$ cat src/rtl/debounce_bank.sv
// Multi-channel push-button conditioner: 2-flop sync, stability-count debounce,
// registered press/release strobes and an optional auto-repeat stage (DEBOUNCE_REPEAT_EN).
module debounce_bank #(
  parameter int CHANNELS      = 4,
  parameter int STABLE_CYCLES = 4,
  parameter int REPEAT_DELAY  = 1000,
  parameter int REPEAT_PERIOD = 250
) (
  input  logic                clock,
  input  logic                reset_n,
  input  logic [CHANNELS-1:0] button_press,
  output logic [CHANNELS-1:0] button_state,
  output logic [CHANNELS-1:0] press_pulse,
  output logic [CHANNELS-1:0] release_pulse,
  output logic [CHANNELS-1:0] repeat_pulse
);

  localparam int CNT_W = $clog2(STABLE_CYCLES + 1);
  localparam logic [CNT_W-1:0] CNT_LAST = CNT_W'(STABLE_CYCLES - 1);

  if (CHANNELS < 1) begin : g_bad_channels
    $error("debounce_bank: CHANNELS must be >= 1");
  end
  if (STABLE_CYCLES < 1) begin : g_bad_stable
    $error("debounce_bank: STABLE_CYCLES must be >= 1");
  end
  if (REPEAT_DELAY < 1 || REPEAT_PERIOD < 1) begin : g_bad_repeat
    $error("debounce_bank: REPEAT_DELAY and REPEAT_PERIOD must be >= 1");
  end

  logic [CHANNELS-1:0] sync1_q, sync2_q;
  logic [CHANNELS-1:0] level_q, level_d;
  logic [CHANNELS-1:0] press_q, press_d;
  logic [CHANNELS-1:0] release_q, release_d;
  logic [CNT_W-1:0]    cnt_q [CHANNELS];
  logic [CNT_W-1:0]    cnt_d [CHANNELS];

  // Debounce next-state: the held level flips only after STABLE_CYCLES
  // consecutive evaluations with the synchronised input disagreeing.
  always_comb begin
    // NOTE: every output of this block gets a default before any branch, so no latch can be inferred.
    level_d   = level_q;
    press_d   = '0;
    release_d = '0;
    for (int i = 0; i < CHANNELS; i++) begin
      cnt_d[i] = '0;
      if (sync2_q[i] != level_q[i]) begin
        if (cnt_q[i] == CNT_LAST) begin
          level_d[i]   = sync2_q[i];
          press_d[i]   = sync2_q[i];
          release_d[i] = ~sync2_q[i];
        end else begin
          cnt_d[i] = cnt_q[i] + CNT_W'(1);
        end
      end
    end
  end

  always_ff @(posedge clock or negedge reset_n) begin
    if (!reset_n) begin
      sync1_q   <= '0;
      sync2_q   <= '0;
      level_q   <= '0;
      press_q   <= '0;
      release_q <= '0;
      // NOTE: the counter array is tiny per-channel state, not a RAM, so it is reset with everything else.
      for (int i = 0; i < CHANNELS; i++) cnt_q[i] <= '0;
    end else begin
      // NOTE: non-blocking assignments keep the two synchroniser stages as distinct flops.
      sync1_q   <= button_press;
      sync2_q   <= sync1_q;
      level_q   <= level_d;
      press_q   <= press_d;
      release_q <= release_d;
      for (int i = 0; i < CHANNELS; i++) cnt_q[i] <= cnt_d[i];
    end
  end

  assign button_state  = level_q;
  assign press_pulse   = press_q;
  assign release_pulse = release_q;

`ifdef DEBOUNCE_REPEAT_EN
  localparam int RC_MAX = (REPEAT_DELAY > REPEAT_PERIOD) ? REPEAT_DELAY : REPEAT_PERIOD;
  localparam int RC_W   = $clog2(RC_MAX + 1);
  localparam logic [RC_W-1:0] DELAY_V  = RC_W'(REPEAT_DELAY);
  localparam logic [RC_W-1:0] PERIOD_V = RC_W'(REPEAT_PERIOD);

  logic [CHANNELS-1:0] flip;
  logic [CHANNELS-1:0] armed_q, armed_d;
  logic [CHANNELS-1:0] repeat_q, repeat_d;
  logic [RC_W-1:0]     rc_q [CHANNELS];
  logic [RC_W-1:0]     rc_d [CHANNELS];

  assign flip = level_d ^ level_q;

  // The counter is held clear while released and on both press and release
  // edges, so a repeat strobe can never coincide with either pulse.
  always_comb begin
    armed_d  = armed_q;
    repeat_d = '0;
    for (int i = 0; i < CHANNELS; i++) begin
      rc_d[i] = rc_q[i];
      if (!level_q[i] || flip[i]) begin
        rc_d[i]    = '0;
        armed_d[i] = 1'b0;
      end else if ((rc_q[i] + RC_W'(1)) == (armed_q[i] ? PERIOD_V : DELAY_V)) begin
        rc_d[i]     = '0;
        armed_d[i]  = 1'b1;
        repeat_d[i] = 1'b1;
      end else begin
        rc_d[i] = rc_q[i] + RC_W'(1);
      end
    end
  end

  always_ff @(posedge clock or negedge reset_n) begin
    if (!reset_n) begin
      armed_q  <= '0;
      repeat_q <= '0;
      for (int i = 0; i < CHANNELS; i++) rc_q[i] <= '0;
    end else begin
      armed_q  <= armed_d;
      repeat_q <= repeat_d;
      for (int i = 0; i < CHANNELS; i++) rc_q[i] <= rc_d[i];
    end
  end

  assign repeat_pulse = repeat_q;
`else
  assign repeat_pulse = '0;
`endif

endmodule

$ cat config.mk
export PLATFORM = sky130hd
export DESIGN_NAME = debounce_bank
export DESIGN_NICKNAME = d
export VERILOG_FILES = /design/src/rtl/debounce_bank.sv
export SDC_FILE = /design/constraint.sdc
export NUM_CORES = 1
export LEC_CHECK = 0
export CAP_MARGIN = 0
export CORE_UTILIZATION = 50
export CTS_BUF_LIST = sky130_fd_sc_hd__clkbuf_8
export DETAILED_ROUTE_END_ITERATION = 8
export GPL_ROUTABILITY_DRIVEN = 0
export GPL_TIMING_DRIVEN = 0
export PLACE_DENSITY = 0.88
export SLEW_MARGIN = 40
export SYNTH_ARGS = -nofsm -noshare
export SYNTH_HDL_FRONTEND = slang
export SYNTH_SLANG_ARGS = --single-unit
$ cat constraint.sdc
create_clock -name clock -period 1.4 [get_ports clock]
set_input_delay 0.28 -clock clock [delete_from_list [all_inputs] [get_ports clock]]
set_output_delay 0.28 -clock clock [all_outputs]
set_load 0.005 [all_outputs]
==> results of run 1 <==
stage by stage:
stage	setup slack [ns]	instances	setup TNS, ns
floorplan	0.284	76	0
global placement	-0.446	121	-14.25
detailed placement	0.207	121	0
CTS	0.0101	133	0
global route	0.00192	134	0
finish	0.0461	134	0
layer usage:
| metal | global-route usage | part of all wire |
|---|---|---|
| met1 | 0.172 | 0.41 |
| met2 | 0.267 | 0.54 |
| met3 | 0.0758 | 0.046 |
| met4 | 0.0833 | 0.0062 |
| met5 | 0 | 0 |
repair_timing:
| item | CTS | global route |
|---|---|---|
| endpoints found under the hold margin | 0 | 0 |
| buffers inserted | 4 | 1 |
| resized for setup | 4 | 7 |
| setup endpoints to repair | 5 | 7 |
| cloned | 0 | 0 |
final cells by class:
type | count | area [um2] | area share
timing repair buffer | 22 | 215 | 0.141
clock buffer | 6 | 82.6 | 0.0540
sequential | 32 | 801 | 0.524
buffer | 4 | 30.0 | 0.0196
clock inverter | 2 | 10.0 | 0.00655
multi-input combinational | 40 | 355 | 0.232
tap | 28 | 35.0 | 0.0229
power by group:
group | internal (W) | total (W) | switching (W)
Clock | 0.000391 | 0.000690 | 0.000299
Sequential | 0.00110 | 0.00119 | 0.0000843
Combinational | 0.000421 | 0.000717 | 0.000295
Total | 0.00191 | 0.00259 | 0.000679
sequential cells by signal, indices dropped and copies added, names as in the netlist:
name and flops:
button_state 4, cnt_q 12, sync1_q 4, press_pulse 4
sync2_q 4, release_pulse 4
synthesized netlist by cell type (all sizes together):
cell type	instances	area, um2
and3b	4	35.0
nand2b	4	55.1
dfrtp	32	801
ha	4	50.1
mux2	4	45.0
buf	4	30.0
xnor2	4	35.0
conb	1	3.75
nor3b	16	120
kinds of logic after synthesis:
group | Yosys count | share of synthesized area
flops | 32 | 0.682
other cells | 1 | 0.00319
mux | 4 | 0.0383
buf+inv | 4 | 0.0256
xor+xnor | 4 | 0.0298
fa+ha+maj | 4 | 0.0426
simple gates | 24 | 0.179
worst paths after layout:
path	from	end	slack, ns	depth (start not counted)
min	reset_n	cnt_q[3]$_DFF_PN0_	0.04	1
max in group asynchronous	reset_n	sync2_q[2]$_DFF_PN0_	0.92	1
max reg2reg	button_state[3]$_DFFE_PN0P_	cnt_q[1]$_DFF_PN0_	0.21	4
max	release_pulse[3]$_DFF_PN0_	release_pulse[3]	0.05	1
min in group clock	sync1_q[3]$_DFF_PN0_	sync2_q[3]$_DFF_PN0_	0.35	0
min reg2reg	sync1_q[3]$_DFF_PN0_	sync2_q[3]$_DFF_PN0_	0.35	0
placed cells by master (no fill, tap or decap):
master and n:
sky130_fd_sc_hd__and3b_1 4, sky130_fd_sc_hd__buf_2 1, sky130_fd_sc_hd__buf_4 9, sky130_fd_sc_hd__clkbuf_8 6
sky130_fd_sc_hd__clkdlybuf4s50_1 5, sky130_fd_sc_hd__clkinv_2 2, sky130_fd_sc_hd__conb_1 4, sky130_fd_sc_hd__dfrtp_1 32
sky130_fd_sc_hd__dlygate4sd2_1 4, sky130_fd_sc_hd__dlymetal6s2s_1 7, sky130_fd_sc_hd__ha_1 4, sky130_fd_sc_hd__mux2_2 4
sky130_fd_sc_hd__nand2b_4 4, sky130_fd_sc_hd__nor3b_1 16, sky130_fd_sc_hd__xnor2_1 4
==> metrics.txt, run 1 <==
# TYPE chip_impl_metric gauge
chip_impl_metric{name="area.growth.synth_to_final",unit="%"} 30.1
chip_impl_metric{name="data_required_time_at_the_worst_endpoint",unit="ns"} 1.12
chip_impl_metric{name="core",unit="um2"} 2210
chip_impl_info{name="cp_top_family",value="buffers and inverters"} 1
chip_impl_metric{name="number_of_violations_of_the_max_capacitance_limit",unit=""} 0
chip_impl_metric{name="report.final.hold_viol_count",unit=""} 0
chip_impl_metric{name="synth_seq_area_share",unit=""} 0.682
chip_impl_metric{name="clk_path_buf_depth",unit=""} 2
chip_impl_metric{name="power.total",unit="W"} 0.00259
chip_impl_metric{name="critical_path.max_fanout",unit=""} 1
chip_impl_metric{name="vdd.ir_drop.worst",unit="mV"} 1.38
chip_impl_metric{name="floorplan.die.height",unit="um"} 50.5
chip_impl_metric{name="power.leakage",unit="nW"} 0.835
chip_impl_metric{name="antenna_cells",unit=""} 0
chip_impl_metric{name="max_slew_margin",unit=""} 0.551
chip_impl_metric{name="layout.core_utilization",unit=""} 0.691
chip_impl_metric{name="cp.buffers_inverters",unit=""} 1
chip_impl_metric{name="first_pass_grt_wire_length",unit="um"} 2790
chip_impl_metric{name="mappedNetlistArea",unit="um2"} 1170
chip_impl_metric{name="top_level_ports",unit=""} 22
chip_impl_metric{name="final_design_area_no_fill",unit="um2"} 1530
chip_impl_metric{name="tritoncts_num_sinks",unit=""} 32
chip_impl_info{name="grt_setup_unrepaired",value="false"} 1
chip_impl_metric{name="totalWireLength",unit="um"} 1620
chip_impl_metric{name="postSynthRegisterBits",unit=""} 32
chip_impl_metric{name="post_cts_hold_buffers",unit=""} 0
chip_impl_metric{name="detailed_place.area",unit="um2"} 1390
chip_impl_metric{name="grt-ovfl-total",unit=""} 0
chip_impl_metric{name="floorplan.rows",unit=""} 17
chip_impl_metric{name="dieArea",unit="um2"} 2550
chip_impl_metric{name="slew_viol_final",unit=""} 0
chip_impl_info{name="crit_path_cell_trace",value="clkdlybuf4s50_1"} 1
chip_impl_metric{name="clkLatencyLatePin",unit="ns"} 0.27
chip_impl_metric{name="detailedRoute.firstPassIterationCount",unit=""} 3
chip_impl_metric{name="post-route-period-util",unit=""} 0.967
chip_impl_metric{name="wl_per_cell",unit="um"} 12.1
chip_impl_metric{name="vias",unit=""} 648
chip_impl_metric{name="drt.antenna.violating_nets",unit=""} 0
chip_impl_metric{name="hold_slack",unit="ns"} 0.0430
chip_impl_info{name="cts_tree",value="yes"} 1
chip_impl_metric{name="grt_util_all_layers",unit=""} 0.162
chip_impl_metric{name="finish.net_count",unit=""} 115
chip_impl_metric{name="ys_warn_count",unit=""} 0
chip_impl_metric{name="post_route_drc_violation_count",unit=""} 0
chip_impl_metric{name="detailedPlacementHpwl",unit="um"} 1060
chip_impl_metric{name="port_buffers",unit=""} 17
chip_impl_metric{name="layout-drive-gt1-share",unit=""} 0.245
chip_impl_metric{name="num_cts_buffers",unit=""} 5
chip_impl_info{name="critical-path-slowest-cell",value="sky130_fd_sc_hd__clkdlybuf4s50_1"} 1
chip_impl_metric{name="setup_violations",unit=""} 0
chip_impl_metric{name="worst_path_largest_cell_delay",unit="ns"} 0.49
chip_impl_metric{name="finClkSkew",unit="ns"} 0.00425
chip_impl_metric{name="yosysUniqueCellTypes",unit=""} 9
chip_impl_metric{name="synthesis.area_per_instance",unit="um2"} 16.1
chip_impl_info{name="run_status",value="finished, final reports clean"} 1
chip_impl_metric{name="chipWidth",unit="um"} 50.5
chip_impl_metric{name="reg_clk_slew_reported_paths",unit="ns"} 0.06
chip_impl_metric{name="number_of_design_rule_violations_left_by_the_first_detailed_router_iteration",unit=""} 3
chip_impl_metric{name="maximum_number_of_pins_on_one_net_before_global_route_repair",unit=""} 33
chip_impl_metric{name="grt_pass1_vias",unit=""} 666
chip_impl_info{name="path_class",value="reg2out"} 1
chip_impl_metric{name="layout.filler_cells",unit=""} 168
chip_impl_metric{name="powerDensity",unit="nW/um2"} 1700
chip_impl_metric{name="number_of_levels_in_the_clock_h_tree",unit=""} 2
chip_impl_info{name="root_buffer",value="sky130_fd_sc_hd__clkbuf_8"} 1
chip_impl_metric{name="vias_per_cell",unit=""} 4.84
chip_impl_info{name="holdCritPathClass",value="in2async"} 1
chip_impl_metric{name="period_minus_slack",unit="ns"} 1.35
chip_impl_metric{name="synthesis.instances",unit=""} 73
chip_impl_info{name="crit_path_start_kind",value="flop"} 1
chip_impl_metric{name="initial_utilization",unit=""} 0.531
chip_impl_metric{name="initial_antenna_violation_count",unit=""} 0
chip_impl_metric{name="worst_ep_arrival_time",unit="ns"} 1.07
chip_impl_metric{name="worst_slew_pin_slew",unit="ns"} 0.674
chip_impl_metric{name="max_clock_freq",unit="GHz"} 0.739
chip_impl_info{name="critical_path.endpoint_type",value="output pin"} 1
No activity file was read; power rests on OpenSTA's default activity.
==> run 2, diff against run 1 <==
--- a/config.mk
+++ b/config.mk
@@ -10,7 +10,6 @@
 export CTS_BUF_LIST = sky130_fd_sc_hd__clkbuf_8
 export DETAILED_ROUTE_END_ITERATION = 8
 export GPL_ROUTABILITY_DRIVEN = 0
-export GPL_TIMING_DRIVEN = 0
 export PLACE_DENSITY = 0.88
 export SLEW_MARGIN = 40
 export SYNTH_ARGS = -nofsm -noshare
==> metrics.txt, run 2 (synthesis results as in run 1) <==
# TYPE chip_impl_metric gauge
chip_impl_info{name="crit_path_start_kind",value="flop"} 1
chip_impl_metric{name="finClkSkew",unit="ns"} 0.00470
chip_impl_info{name="grt_setup_unrepaired",value="false"} 1
chip_impl_metric{name="grt_util_all_layers",unit=""} 0.170
chip_impl_metric{name="data_required_time_at_the_worst_endpoint",unit="ns"} 1.57
chip_impl_metric{name="clk_path_buf_depth",unit=""} 2
chip_impl_metric{name="number_of_violations_of_the_max_capacitance_limit",unit=""} 0
chip_impl_metric{name="grt-ovfl-total",unit=""} 0
chip_impl_metric{name="floorplan.rows",unit=""} 17
chip_impl_info{name="timing.hold.worst_endpoint",value="sync2_q[2]$_DFF_PN0_"} 1
chip_impl_info{name="crit_path_cell_trace",value="buf_4 -> buf_4 -> xnor2_1 -> and3b_1"} 1
chip_impl_metric{name="stdcell_count",unit=""} 131
chip_impl_info{name="layout.cells.most_common",value="sky130_fd_sc_hd__dfrtp_1"} 1
chip_impl_metric{name="initial_antenna_violation_count",unit=""} 0
chip_impl_metric{name="dieArea",unit="um2"} 2550
chip_impl_metric{name="drt.antenna.violating_nets",unit=""} 0
chip_impl_metric{name="cp.buffers_inverters",unit=""} 2
chip_impl_info{name="run_status",value="finished, final reports clean"} 1
chip_impl_metric{name="layout-drive-gt1-share",unit=""} 0.214
chip_impl_info{name="worst_hold_startpoint",value="sync1_q[2]$_DFF_PN0_"} 1
chip_impl_metric{name="num_cts_buffers",unit=""} 5
chip_impl_metric{name="number_of_flip_flops_under_the_largest_register_name",unit=""} 12
chip_impl_metric{name="maximum_number_of_pins_on_one_net_before_global_route_repair",unit=""} 33
chip_impl_metric{name="wl_per_cell",unit="um"} 12.7
chip_impl_info{name="cp-startpoint",value="button_state[3]$_DFFE_PN0P_"} 1
chip_impl_metric{name="floorplan.die.height",unit="um"} 50.5
chip_impl_metric{name="slew_viol_final",unit=""} 0
chip_impl_info{name="cts_tree",value="yes"} 1
chip_impl_metric{name="chipWidth",unit="um"} 50.5
chip_impl_info{name="critical_path.endpoint_type",value="flop"} 1
chip_impl_metric{name="rrSetupSlack",unit="ns"} 0.18
chip_impl_metric{name="hold_path_depth",unit=""} 0
chip_impl_metric{name="detailedPlacementHpwl",unit="um"} 1110
chip_impl_metric{name="report.final.hold_viol_count",unit=""} 0
chip_impl_metric{name="worst_path_largest_cell_delay",unit="ns"} 0.39
chip_impl_metric{name="worst_ep_arrival_time",unit="ns"} 1.38
chip_impl_info{name="most_used_cells_in_the_layout_excluding_fill_and_tap_cells",value="32 x sky130_fd_sc_hd__dfrtp_1, 16 x sky130_fd_sc_hd__nor3b_1, 9 x sky130_fd_sc_hd__dlymetal6s2s_1, 6 x sky130_fd_sc_hd__clkbuf_8"} 1
chip_impl_metric{name="area.growth.synth_to_final",unit="%"} 30.2
chip_impl_metric{name="top_level_ports",unit=""} 22
chip_impl_metric{name="powerDensity",unit="nW/um2"} 1690
chip_impl_metric{name="finish.net_count",unit=""} 112
chip_impl_info{name="path_class",value="reg2reg"} 1
chip_impl_metric{name="tritoncts_num_sinks",unit=""} 32
chip_impl_metric{name="reg_clk_slew_reported_paths",unit="ns"} 0.06
chip_impl_info{name="root_buffer",value="sky130_fd_sc_hd__clkbuf_8"} 1
chip_impl_metric{name="number_of_design_rule_violations_left_by_the_first_detailed_router_iteration",unit=""} 2
chip_impl_info{name="critical-path-slowest-cell",value="sky130_fd_sc_hd__dfrtp_1"} 1
chip_impl_metric{name="post-place-cells",unit=""} 118
chip_impl_metric{name="initial_utilization",unit=""} 0.531
chip_impl_metric{name="stages_on_worst_setup_path",unit=""} 4
chip_impl_metric{name="vias",unit=""} 645
chip_impl_metric{name="critical_path.max_fanout",unit=""} 4
chip_impl_metric{name="port_buffers",unit=""} 17
chip_impl_info{name="cp_top_family",value="flip-flops"} 1
chip_impl_metric{name="power.leakage",unit="nW"} 0.855
chip_impl_info{name="holdCritPathClass",value="reg2reg"} 1
chip_impl_metric{name="post_route_drc_violation_count",unit=""} 0
chip_impl_metric{name="grt_pass1_vias",unit=""} 659
chip_impl_info{name="timing.rr.start",value="button_state[3]$_DFFE_PN0P_"} 1
chip_impl_metric{name="antenna_cells",unit=""} 0
chip_impl_metric{name="max_clock_freq",unit="GHz"} 0.821
chip_impl_metric{name="period_minus_slack",unit="ns"} 1.22
chip_impl_metric{name="number_of_levels_in_the_clock_h_tree",unit=""} 2
chip_impl_metric{name="core",unit="um2"} 2210
chip_impl_info{name="cpMostUsedCell",value="sky130_fd_sc_hd__buf_4"} 1
chip_impl_metric{name="layout.core_utilization",unit=""} 0.692
chip_impl_metric{name="vdd.ir_drop.worst",unit="mV"} 1.18
chip_impl_metric{name="layout.filler_cells",unit=""} 169
chip_impl_metric{name="detailedRoute.firstPassIterationCount",unit=""} 2
chip_impl_metric{name="totalWireLength",unit="um"} 1670
chip_impl_metric{name="post-route-period-util",unit=""} 0.870
chip_impl_metric{name="vias_per_cell",unit=""} 4.92
chip_impl_metric{name="first_pass_grt_wire_length",unit="um"} 2910
chip_impl_info{name="top_register",value="cnt_q"} 1
chip_impl_metric{name="final_design_area_no_fill",unit="um2"} 1530
chip_impl_info{name="rr_endpoint",value="cnt_q[1]$_DFF_PN0_"} 1
chip_impl_metric{name="setup-tns-final",unit="ns"} 0
chip_impl_metric{name="clkLatencyLatePin",unit="ns"} 0.28
chip_impl_metric{name="detailed_place.area",unit="um2"} 1380
chip_impl_metric{name="rr_worst_depth",unit=""} 4
chip_impl_metric{name="setup_violations",unit=""} 0
==> run 2: how the worst max path moves through the flow <==
stage / slack, ns / to
floorplan: 0.28 / button_state[0]$_DFFE_PN0P_
global placement: 0.22 / button_state[1]
detailed placement: 0.18 / button_state[2]
CTS: 0.0001 / button_state[3]
global route: 0.08 / cnt_q[1]$_DFF_PN0_
finish: 0.18 / cnt_q[1]$_DFF_PN0_
==> run 2: layout make-up <==
class	count	area (um2)	area share
Clock inverter	2	10.0	0.00654
Multi-Input combinational cell	40	355	0.232
Timing Repair Buffer	23	246	0.161
Clock buffer	6	82.6	0.0540
Sequential cell	32	801	0.523
Tap cell	28	35.0	0.0229
==> run 2: power breakdown <==
group	switching [W]	leakage, nW	total [W]	internal, W
clock network	0.000307	0.0510	0.000698	0.000391
logic	0.000289	0.392	0.000705	0.000417
registers	0.0000859	0.412	0.00119	0.00110
==> run 2: worst reg2reg max path: cells and delay by family (launching register included) <==
kind / cells / cell delay (ns)
flip-flops: 1 / 0.39
AND/OR/NAND/NOR: 1 / 0.21
XOR/XNOR: 1 / 0.25
buffers and inverters: 2 / 0.26
==> run 2: per-stage QoR <==
stage / setup WS (ns) / total power (W) / hold WS (ns)
global route: 0.0780 / 0.00278 / 0.354
floorplan: 0.284 / 0.00158 / -0.0156
detailed placement: 0.184 / 0.00185 / 0.336
finish: 0.182 / 0.00259 / 0.348
CTS: 0.000122 / 0.00262 / 0.350
global placement: 0.223 / 0.00179 / 0.335
==> run 2: timing repair <==
action                     CTS  global route
gates cloned                 0             0
setup buffers                4             1
resized for setup            3             9
hold endpoints to repair     0             0
hold buffers                 0             0
setup endpoints to repair    4             9
==> run 2: routing by layer <==
| layer | up-vias | global-route usage | wire (um) | part of all wire |
|---|---|---|---|---|
| li1 | 299 | - | - | - |
| met1 | 328 | 0.179 | 628 | 0.38 |
| met2 | 16 | 0.273 | 938 | 0.56 |
| met3 | 2 | 0.103 | 90 | 0.054 |
| met4 | 0 | 0.0694 | 10 | 0.0060 |
| met5 | - | 0 | 0 | 0 |
